--- config.mk ---
export PLATFORM = sky130hd
export DESIGN_NAME = rev_counter_n_flat
export DESIGN_NICKNAME = d
export VERILOG_FILES = /design/src/rtl/rev_counter_n_if.sv /design/src/rtl/rev_counter_n.sv /design/src/flat_wrapper.sv
export SDC_FILE = /design/constraint.sdc
export NUM_CORES = 1
export LEC_CHECK = 0
export BUFFER_PORTS_ARGS = -buffer_cell sky130_fd_sc_hd__buf_4
export CAP_MARGIN = 20
export CORE_MARGIN = 2
export CORE_UTILIZATION = 57
export CTS_BUF_LIST = sky130_fd_sc_hd__clkbuf_16
export DETAILED_ROUTE_END_ITERATION = 7
export GPL_TIMING_DRIVEN = 0
export PLACE_DENSITY = 0.77
export SLEW_MARGIN = 20
export SYNTH_ARGS = -nofsm -noshare
export SYNTH_HDL_FRONTEND = slang
export SYNTH_SLANG_ARGS = --single-unit
export TNS_END_PERCENT = 20
--- constraint.sdc ---
create_clock -name clk -period 3.6 [get_ports clk]
set_clock_uncertainty 0.15 [all_clocks]
set_input_delay 0.9 -clock clk [delete_from_list [all_inputs] [get_ports clk]]
set_output_delay 0.9 -clock clk [all_outputs]
set_load 0.1 [all_outputs]
--- src/rtl/rev_counter_n_if.sv ---
// rev_counter_n bus: control inputs (en, s, load, din) toward the counter,
// count and status (cnt, Rc, tick, wrap) back from it.
interface rev_counter_n_if #(
  parameter int W = 16
);
  logic         en;
  logic         s;
  logic         load;
  logic [W-1:0] din;
  logic [W-1:0] cnt;
  logic         Rc;
  logic         tick;
  logic         wrap;

  modport master (
    output en, s, load, din,
    input  cnt, Rc, tick, wrap
  );

  modport slave (
    input  en, s, load, din,
    output cnt, Rc, tick, wrap
  );
endinterface

--- src/rtl/rev_counter_n.sv ---
// Reversible binary/BCD counter with built-in step prescaler.
// Ports: clk, RST (sync, active-high), bus (slave: en s load din / cnt Rc tick wrap).
module rev_counter_n #(
  parameter int DIGITS   = 4,
  parameter bit BCD      = 1'b0,
  parameter int PRESCALE = 10_000_000
) (
  input  logic           clk,
  input  logic           RST,
  rev_counter_n_if.slave bus
);
  localparam int W  = 4 * DIGITS;
  localparam int PW = (PRESCALE > 1) ? $clog2(PRESCALE) : 1;
  localparam logic [PW-1:0] PMAX = PW'(PRESCALE - 1);

  logic [PW-1:0] p;
  logic [W-1:0]  count;
  logic          tick_q;
  logic          wrap_q;

  logic [W-1:0]  bcd_nxt;
  logic          bcd_c;
  logic          nine;
  logic [3:0]    nib;

  logic [W-1:0]  nxt;
  logic          nxt_wrap;
  logic          at_max;
  logic          step;

  // Ripple carry/borrow through the nibbles. Up: any nibble >= 9
  // (including A-F) rolls to 0 and carries. Down: 0 rolls to 9 and
  // borrows; A-F simply decrement.
  always_comb begin
    bcd_nxt = count;
    bcd_c   = 1'b1;
    nine    = 1'b1;
    nib     = 4'd0;
    for (int i = 0; i < DIGITS; i++) begin
      nib  = count[4*i +: 4];
      nine = nine & (nib == 4'd9);
      if (bcd_c) begin
        if (!bus.s) begin
          if (nib >= 4'd9) begin
            bcd_nxt[4*i +: 4] = 4'd0;
          end else begin
            bcd_nxt[4*i +: 4] = nib + 4'd1;
            bcd_c = 1'b0;
          end
        end else begin
          if (nib == 4'd0) begin
            bcd_nxt[4*i +: 4] = 4'd9;
          end else begin
            bcd_nxt[4*i +: 4] = nib - 4'd1;
            bcd_c = 1'b0;
          end
        end
      end
    end
  end

  always_comb begin
    nxt      = count;
    nxt_wrap = 1'b0;
    at_max   = 1'b0;
    if (BCD) begin
      nxt      = bcd_nxt;
      nxt_wrap = bcd_c;
      at_max   = nine;
    end else begin
      nxt      = bus.s ? count - W'(1) : count + W'(1);
      nxt_wrap = bus.s ? (count == '0) : (&count);
      at_max   = &count;
    end
  end

  assign step = bus.en && (p == PMAX);

  always_ff @(posedge clk) begin
    if (RST) begin
      count  <= '0;
      p      <= '0;
      tick_q <= 1'b0;
      wrap_q <= 1'b0;
    end else if (bus.load) begin
      count  <= bus.din;
      p      <= '0;
      tick_q <= 1'b0;
      wrap_q <= 1'b0;
    end else begin
      tick_q <= 1'b0;
      wrap_q <= 1'b0;
      if (step) begin
        p      <= '0;
        count  <= nxt;
        tick_q <= 1'b1;
        wrap_q <= nxt_wrap;
      end else if (bus.en) begin
        p <= p + PW'(1);
      end
    end
  end

  assign bus.cnt  = count;
  assign bus.tick = tick_q;
  assign bus.wrap = wrap_q;
  assign bus.Rc   = bus.s ? (count == '0) : at_max;
endmodule

--- src/flat_wrapper.sv ---
// flat-port wrapper written by rule: the top's interface ports become plain ports
module rev_counter_n_flat 
#(
  parameter int DIGITS   = 4,
  parameter bit BCD      = 1'b0,
  parameter int PRESCALE = 10_000_000
)
  (clk, RST, bus_en, bus_s, bus_load, bus_din, bus_cnt, bus_Rc, bus_tick, bus_wrap);
  rev_counter_n_if bus_i ();
  input  logic clk;
  input  logic RST;
  input wire logic [$bits(bus_i.en)-1:0] bus_en;
  input wire logic [$bits(bus_i.s)-1:0] bus_s;
  input wire logic [$bits(bus_i.load)-1:0] bus_load;
  input wire logic [$bits(bus_i.din)-1:0] bus_din;
  output wire logic [$bits(bus_i.cnt)-1:0] bus_cnt;
  output wire logic [$bits(bus_i.Rc)-1:0] bus_Rc;
  output wire logic [$bits(bus_i.tick)-1:0] bus_tick;
  output wire logic [$bits(bus_i.wrap)-1:0] bus_wrap;
  assign bus_i.en = bus_en;
  assign bus_i.s = bus_s;
  assign bus_i.load = bus_load;
  assign bus_i.din = bus_din;
  assign bus_cnt = bus_i.cnt;
  assign bus_Rc = bus_i.Rc;
  assign bus_tick = bus_i.tick;
  assign bus_wrap = bus_i.wrap;
  rev_counter_n #(.DIGITS(DIGITS), .BCD(BCD), .PRESCALE(PRESCALE)) u_core (.clk(clk), .RST(RST), .bus(bus_i));
endmodule
---- Word-level counts from Yosys, hierarchy flattened ----
Index checks and enable logic that the tools add are counted.
W data, S select, Z words.
word-level totals
  input bits .............................. 21
  word-level logic and storage cells ...... 21
  memory bits (writable) .................. 0
  register bits ........................... 42
  memories ................................ 0
  bits in read-only memories .............. 0
  latch bits .............................. 0
operators by class
  reductions and logical operators ........ 7
  bitwise gates (word level) .............. 1
  divide/modulo/power cells ............... 0
  $mul .................................... 0
  multiplexer cells ....................... 5
  equal/unequal tests ..................... 1
  order comparisons ....................... 0
  add/subtract/negate cells ............... 3
  shifts and indexed selects .............. 0
operator list
  kind                     number
  $mux W16                 3
  $add A24 B1 Y24 const B  1
  $eq A24 B24 Y1 const B   1
  $add A16 B1 Y16 const B  1
  $logic_not A16 Y1        1
  $reduce_and A16 Y1       1
  $sub A16 B1 Y16 const B  1
  $reduce_or A3 Y1         2
  $mux W1                  2
  $reduce_bool A2 Y1       1
  $reduce_or A2 Y1         1
  $logic_and A1 B1 Y1      1
  $not A1 Y1               1

---- Longest topological paths before layout ----
Gate-level depths: netlist (run 1).
  word-level depth ........................ 4
  gate-level depth with buffers ........... 9

---- Least setup slack after synthesis (run 1) ----
Ideal clock, no wire load.
  path type ............................... input to output
  from .................................... input bus_s
  to ...................................... output bus_Rc
  cell stages on the path ................. 4
  path slack .............................. -1765 ps
  arrival ................................. 4315 ps
  path buffers ............................ 0
  cell sequence ........................... inv_1 -> nor4_1 -> nand4_1 -> o41ai_1
between the ends
  word-level cells in the longest chain between the ends .. 1
RTL lines
  what                line                  source
  start: declaration  flat_wrapper.sv:13    input wire logic [$bits(bus_i.s)-1:0] bus_s;
  $mux W1             rev_counter_n.sv:107  assign bus.Rc = bus.s ? (count == '0) : at_max;
  end: declaration    flat_wrapper.sv:17    output wire logic [$bits(bus_i.Rc)-1:0] bus_Rc;
Every way passes these cells.

---- Worst setup path after layout (run 1) ----
Same ends and word-level chain as after synthesis.

==> flow_summary.toml, run 1 <==
[logic_synthesis]
ys_seq_elements = 42
async_flop_share_pct = 0
syn-cell-area_sq_um = 2680
yosysTopAreaCellShare_pct = 31.3
synthDistinctLibCells = 57
ys_warn_count = 0
synth_cells = 331
yosys.area.top_type = "dfxtp_1"
synth_edf_count = 0
synth_area_per_cell_sq_um = 8.11
synth_ff_type = "dfxtp_1"
synth_area_leaders = "dfxtp_1, xnor2_1, ha_1, nor2_1, nand2_1"
syn-num-nets = 368
yosysSeqAreaShare_pct = 31.3

[pwr]
clockPowerShare_pct = 39.1
p_leak_nw = 1.24
seq_power_share_pct = 38.6
switching_power_mw = 0.395
switching_share_pct = 30.6
pwr_density_cell_nw_per_um2 = 403
vdd_drop_max_uv = 238
intPower_mw = 0.898
p_comb_share_pct = 22.4

[detailed_routing]
first_pass_iters = 4
post-route-drc-count = 0
ant_nets = 0
wire_per_inst_um = 15.5
viasPerCell = 6.04
via_count = 2584
totalWireLength_um = 6640
dr.first_iter.drc_count = 264

[worst_setup_path]
r2r_end = "u_core.bus.cnt[13]$_SDFFE_PP0P_"
crit_path_end = "bus_Rc"
end_kind = "output port"
reg2reg_from = "u_core.bus.cnt[4]$_SDFFE_PP0P_"
worstRegToRegCells = 7
crit_start = "bus_s"
reg2reg_slack_ns = 0.82
cp-start-kind = "primary input"
arrival_ns = 2.37
critical_path.max_fanout = 19
worstSetupPathType = "primary input to output port"
required_ns = 2.55

[timing]
fmax_mhz = 293
slew_viol_final = 0
finalSetupViolations = 0
period_needed_ns = 3.42
worst-slew-pin-transition_ns = 0.623
fin_crit_sh_pct = 94.9
slew_headroom_pct = 58.5
finalSetupTns_ns = 0
rsz0062_at_grt = "false"
hold_viol_final = 0

[hold_path]
hold_path_class = "register to register"

[die]
ios = 40
placementRows = 24
die_h_um = 72.6
die_area_sq_um = 5270
start_util_pct = 60.4
die_w_um = 72.6
coreArea_sq_um = 4440

[grt]
grt_start_max_net_pins = 20
gr-usage-all-layers_pct = 26.3
antenna_found_initial = 0
grt_pass1_wl_um = 11000
overflow = 0
grt_pass1_vias = 2333

[flow_run]
drv_cap = 0

[clock_tree]
cts_buffer_depth = 2
cts_setup_buffers = 0
ctsRootBufferMaster = "clkbuf_16"
cts_resized = 0
cts_hold_buf = 0
cts_num_sinks = 42
cts_tree = "done"
clk_latency_ns = 0.28
htree_levels = 2
cts_buffers = 5
clkSlewWorstSetupHoldPaths_ns = 0.06

[placement]
place_congestion = 0.940
io_buffers = 37
hpwlAfterDp_um = 4760

[finish]
final_layout_size_suffix_gt1_share_pct = 17.0
layout_common_cells = "nor2_1, dfxtp_1, buf_4, nand2_1, xnor2_1"
nNetsFinal = 412
num_antenna_cells = 0
nFillCells = 371
layout_commonest_cell = "nor2_1"
final_util_pct = 72.3
area_delta_synth_final_pct = 19.7

[status]
status = "completed"
==> power groups by stage <==
stage | registers, mW | clock network, mW | logic, mW
after global routing | 0.501 | 0.531 | 0.308
after global placement | 0.508 | 0 | 0.280
after floorplan | 0.585 | 0 | 0.136
after CTS | 0.498 | 0.510 | 0.287
final | 0.499 | 0.505 | 0.289
after detailed placement | 0.508 | 0 | 0.283
==> sequential cells by signal, indices dropped and copies added, names as in the netlist <==
name and cells:
u_core.p 24, u_core.bus.tick 1, u_core.bus.cnt 16, u_core.bus.wrap 1
==> worst max-delay path, stage by stage <==
cell and delay (ns):
buf_4 0.19, inv_1 0.14, nand2_1 0.11, nor4_1 0.39
nand4_1 0.20, o41ai_4 0.09, buf_4 0.34
==> metrics by stage <==
| step | cells | power (mW) | area, sq um | setup slack (ns) | hold slack [ns] |
|---|---|---|---|---|---|
| floorplan | 331 | 0.721 | 2700 | 0.197 | 0.321 |
| global placement | 420 | 0.788 | 3050 | 0.142 | 0.330 |
| detailed placement | 420 | 0.791 | 3050 | 0.143 | 0.348 |
| CTS | 428 | 1.29 | 3210 | 0.190 | 0.357 |
| global route | 428 | 1.34 | 3210 | 0.0395 | 0.395 |
| finish | 428 | 1.29 | 3210 | 0.184 | 0.358 |
==> worst min path at each step <==
| stage | startpoint | endpoint | slack [ns] | depth (start not counted) |
|---|---|---|---|---|
| 6_report | u_core.p[18]$_SDFFE_PP0P_ | u_core.p[18]$_SDFFE_PP0P_ | 0.36 | 2 |
| 3_3_place_gp | u_core.p[18]$_SDFFE_PP0P_ | u_core.p[18]$_SDFFE_PP0P_ | 0.33 | 2 |
| 4_1_cts | u_core.p[18]$_SDFFE_PP0P_ | u_core.p[18]$_SDFFE_PP0P_ | 0.36 | 2 |
| 2_1_floorplan | u_core.p[18]$_SDFFE_PP0P_ | u_core.p[18]$_SDFFE_PP0P_ | 0.32 | 2 |
| 3_5_place_dp | u_core.p[18]$_SDFFE_PP0P_ | u_core.p[18]$_SDFFE_PP0P_ | 0.35 | 2 |
| 5_1_grt | u_core.p[17]$_SDFFE_PP0P_ | u_core.p[17]$_SDFFE_PP0P_ | 0.39 | 2 |
==> routing by layer <==
metal / vias to the layer above / global-route usage (%) / wire length, um / part of all wire (%)
met4: 0 / 7.00 / 89 / 1.3
met2: 88 / 39.0 / 2890 / 43
met3: 9 / 4.42 / 561 / 8.5
li1: 1291 / - / - / -
met1: 1196 / 39.3 / 3100 / 47
met5: - / 0 / 0 / 0
==> cell type report <==
cell class	instances	area, sq um	share of cell area, %
clock buffer	5	125	3.90
inverter	11	41.3	1.29
clock inverter	3	41.3	1.29
buffer	12	62.6	1.95
tap	52	65.1	2.03
sequential	42	841	26.2
multi-input combinational	266	1760	54.7
timing repair buffer	37	278	8.65
==> synth_stat cells (2+ instances only) <==
cell type	instances
nor2_1	47
dfxtp_1	42
nand2_1	36
xnor2_1	22
a21oi_1	18
ha_1	15
nand3_1	12
nand4_1	12
inv_1	10
xor2_1	10
o21ai_0	9
nor4_1	8
a31oi_1	6
nor3_1	6
a211oi_1	5
buf_2	5
o211ai_1	5
a21o_1	4
a311oi_1	4
clkbuf_1	4
and3_1	3
nor3_2	3
or3_1	3
a211o_1	2
and2_1	2
nand3b_1	2
nor4_2	2
o211a_1	2
o211ai_2	2
o21a_1	2
o21bai_1	2
==> cells by family (layout without fill, tap and decap cells) <==
group / Yosys count / after routing / share of synthesized area, %
flip-flops: 42 / 42 / 31.3
XOR/XNOR: 32 / 32 / 10.4
AND/OR/NAND/NOR: 149 / 149 / 28.9
adder cells (fa/ha/maj): 16 / 16 / 7.74
AO/OA/AOI/OAI: 68 / 68 / 17.3
multiplexers: 1 / 1 / 0.373
buffers and inverters: 23 / 68 / 3.87
No activity file was read; power rests on OpenSTA's default activity.
==> run 2, diff against run 1 <==
- BUFFER_PORTS_ARGS: -buffer_cell sky130_fd_sc_hd__buf_4 -> -buffer_cell sky130_fd_sc_hd__buf_2
==> run 2 against run 1 <==
Effect of this change:
- sequential power about the same
- utilization decreased by 1.9 points
- sequential cell count unchanged
- via count fell by 0.81%
- largest power group unchanged
- highest routed layer unchanged
==> flow_summary.toml, run 2 (synthesized netlist as in run 1, its figures left out) <==
[grt]
gr-usage-all-layers_pct = 26.9
grt_pass1_wl_um = 11100
antenna_found_initial = 0
overflow = 0
grt_start_max_net_pins = 20
grt_pass1_vias = 2391

[timing]
period_needed_ns = 3.44
fin_crit_sh_pct = 95.5
hold_viol_final = 0
fmax_mhz = 291
slew_headroom_pct = 63.3
slew_viol_final = 0
hold_slack_ns = 0.364
finalSetupTns_ns = 0
finalSetupViolations = 0
worst-slew-pin-transition_ns = 0.550
rsz0062_at_grt = "false"

[detailed_routing]
via_count = 2563
dr.first_iter.drc_count = 217
totalWireLength_um = 6620
wl_met3_um = 405
wire_per_inst_um = 15.5
post-route-drc-count = 0
met2WireLength_um = 2940
viasPerCell = 5.99
routed.top_layer = "met4"
first_pass_iters = 4
drt-met1-wl_um = 3190
ant_nets = 0

[die]
die_w_um = 72.6
die_area_sq_um = 5270
ios = 40
start_util_pct = 60.4
coreArea_sq_um = 4440
die_h_um = 72.6
placementRows = 24

[pwr]
seq_power_share_pct = 38.5
clockPowerShare_pct = 40.1
p_leak_nw = 1.22
switching_power_mw = 0.406
vdd_drop_max_uv = 297
p_comb_share_pct = 21.4
pwr_density_cell_nw_per_um2 = 414
switching_share_pct = 31.4
intPower_mw = 0.887
power_mw = 1.29

[worst_setup_path]
end_kind = "output port"
required_ns = 2.55
reg2reg_slack_ns = 0.83
arrival_ns = 2.39
worstPathCellList = "buf_2 > inv_1 > nand2_1 > nor4_1 > nand4_1 > o41ai_4 > buf_6"
cp-start-kind = "primary input"
critical_path.max_fanout = 19
r2r_end = "u_core.bus.cnt[13]$_SDFFE_PP0P_"
worstSetupPathType = "primary input to output port"
reg2reg_from = "u_core.bus.cnt[10]$_SDFFE_PP0P_"
max_stage_delay_ns = 0.41
crit_path_end = "bus_Rc"
worstRegToRegCells = 7
critPathSlowestCell = "nor4_1"
crit_start = "bus_s"

[finish]
layout_common_cells = "nor2_1, dfxtp_1, buf_2, nand2_1, xnor2_1"
fin_area_sq_um = 3130
final_layout_size_suffix_gt1_share_pct = 17.0
layout_commonest_cell = "nor2_1"
largest_register_ffs = 24
regMostFlops = "u_core.p"
num_antenna_cells = 0
area_delta_synth_final_pct = 16.5
nNetsFinal = 412
final_util_pct = 70.3

[status]
status = "completed"

[placement]
place_area_sq_um = 2950
io_buffers = 37
hpwlAfterDp_um = 4840
place_congestion = 0.977

[clock_tree]
clk_latency_ns = 0.29
cts_setup_buffers = 0
cts_hold_buf = 0
cts_tree = "done"
htree_levels = 2
clkSlewWorstSetupHoldPaths_ns = 0.06
cts_buffer_depth = 2
cts_buffers = 5
cts_num_sinks = 42
ctsRootBufferMaster = "clkbuf_16"

[hold_path]
whs_path_depth = 2
hold_path_class = "register to register"

[flow_run]
drv_cap = 0
[run 2: repair_timing]
item	in CTS	in global routing
gates resized for setup	1	1
pin swaps	0	0
endpoints found under the hold margin	0	0
endpoints found under the setup margin	1	1
[run 2: how the worst min path moves through the flow]
stage	from	endpoint
after floorplan	u_core.p[18]$_SDFFE_PP0P_	u_core.p[18]$_SDFFE_PP0P_
after global placement	u_core.p[18]$_SDFFE_PP0P_	u_core.p[18]$_SDFFE_PP0P_
after detailed placement	u_core.p[18]$_SDFFE_PP0P_	u_core.p[18]$_SDFFE_PP0P_
after CTS	u_core.p[18]$_SDFFE_PP0P_	u_core.p[18]$_SDFFE_PP0P_
after global routing	u_core.p[18]$_SDFFE_PP0P_	u_core.p[18]$_SDFFE_PP0P_
final	u_core.p[18]$_SDFFE_PP0P_	u_core.p[18]$_SDFFE_PP0P_
[run 2: worst max-delay path, delay by kind of cell]
| kind | cells | cell delay [ns] |
|---|---|---|
| AOI/OAI and AO/OA | 1 | 0.09 |
| buffers and inverters | 3 | 0.66 |
| and+or+nand+nor | 3 | 0.71 |
[run 2: metal layers]
metal | up-vias | track usage, %
met3 | 8 | 5.11
met2 | 73 | 40.4
li1 | 1289 | -
met1 | 1193 | 38.7
met4 | 0 | 9.05
met5 | - | 0
[run 2: through the flow]
stage                     setup slack, ns  std cells
final                               0.162        428
after global routing               0.0573        428
after CTS                           0.129        428
after detailed placement         -0.00274        420
after global placement           -0.00507        420
after floorplan                     0.197        331
[run 2: power by group through the flow]
stage | sequential, mW | combinational (mW) | clock, mW
floorplan | 0.585 | 0.136 | 0
global placement | 0.507 | 0.268 | 0
detailed placement | 0.508 | 0.272 | 0
CTS | 0.497 | 0.274 | 0.523
global route | 0.499 | 0.298 | 0.547
finish | 0.497 | 0.277 | 0.518
[run 2: cell type report]
class / instances / area, sq um
multi-input combinational: 266 / 1760
fill: 366 / 1320
sequential: 42 / 841
timing repair buffer: 37 / 191
clock buffer: 5 / 125
tap: 52 / 65.1
buffer: 12 / 62.6
clock inverter: 3 / 41.3
inverter: 11 / 41.3
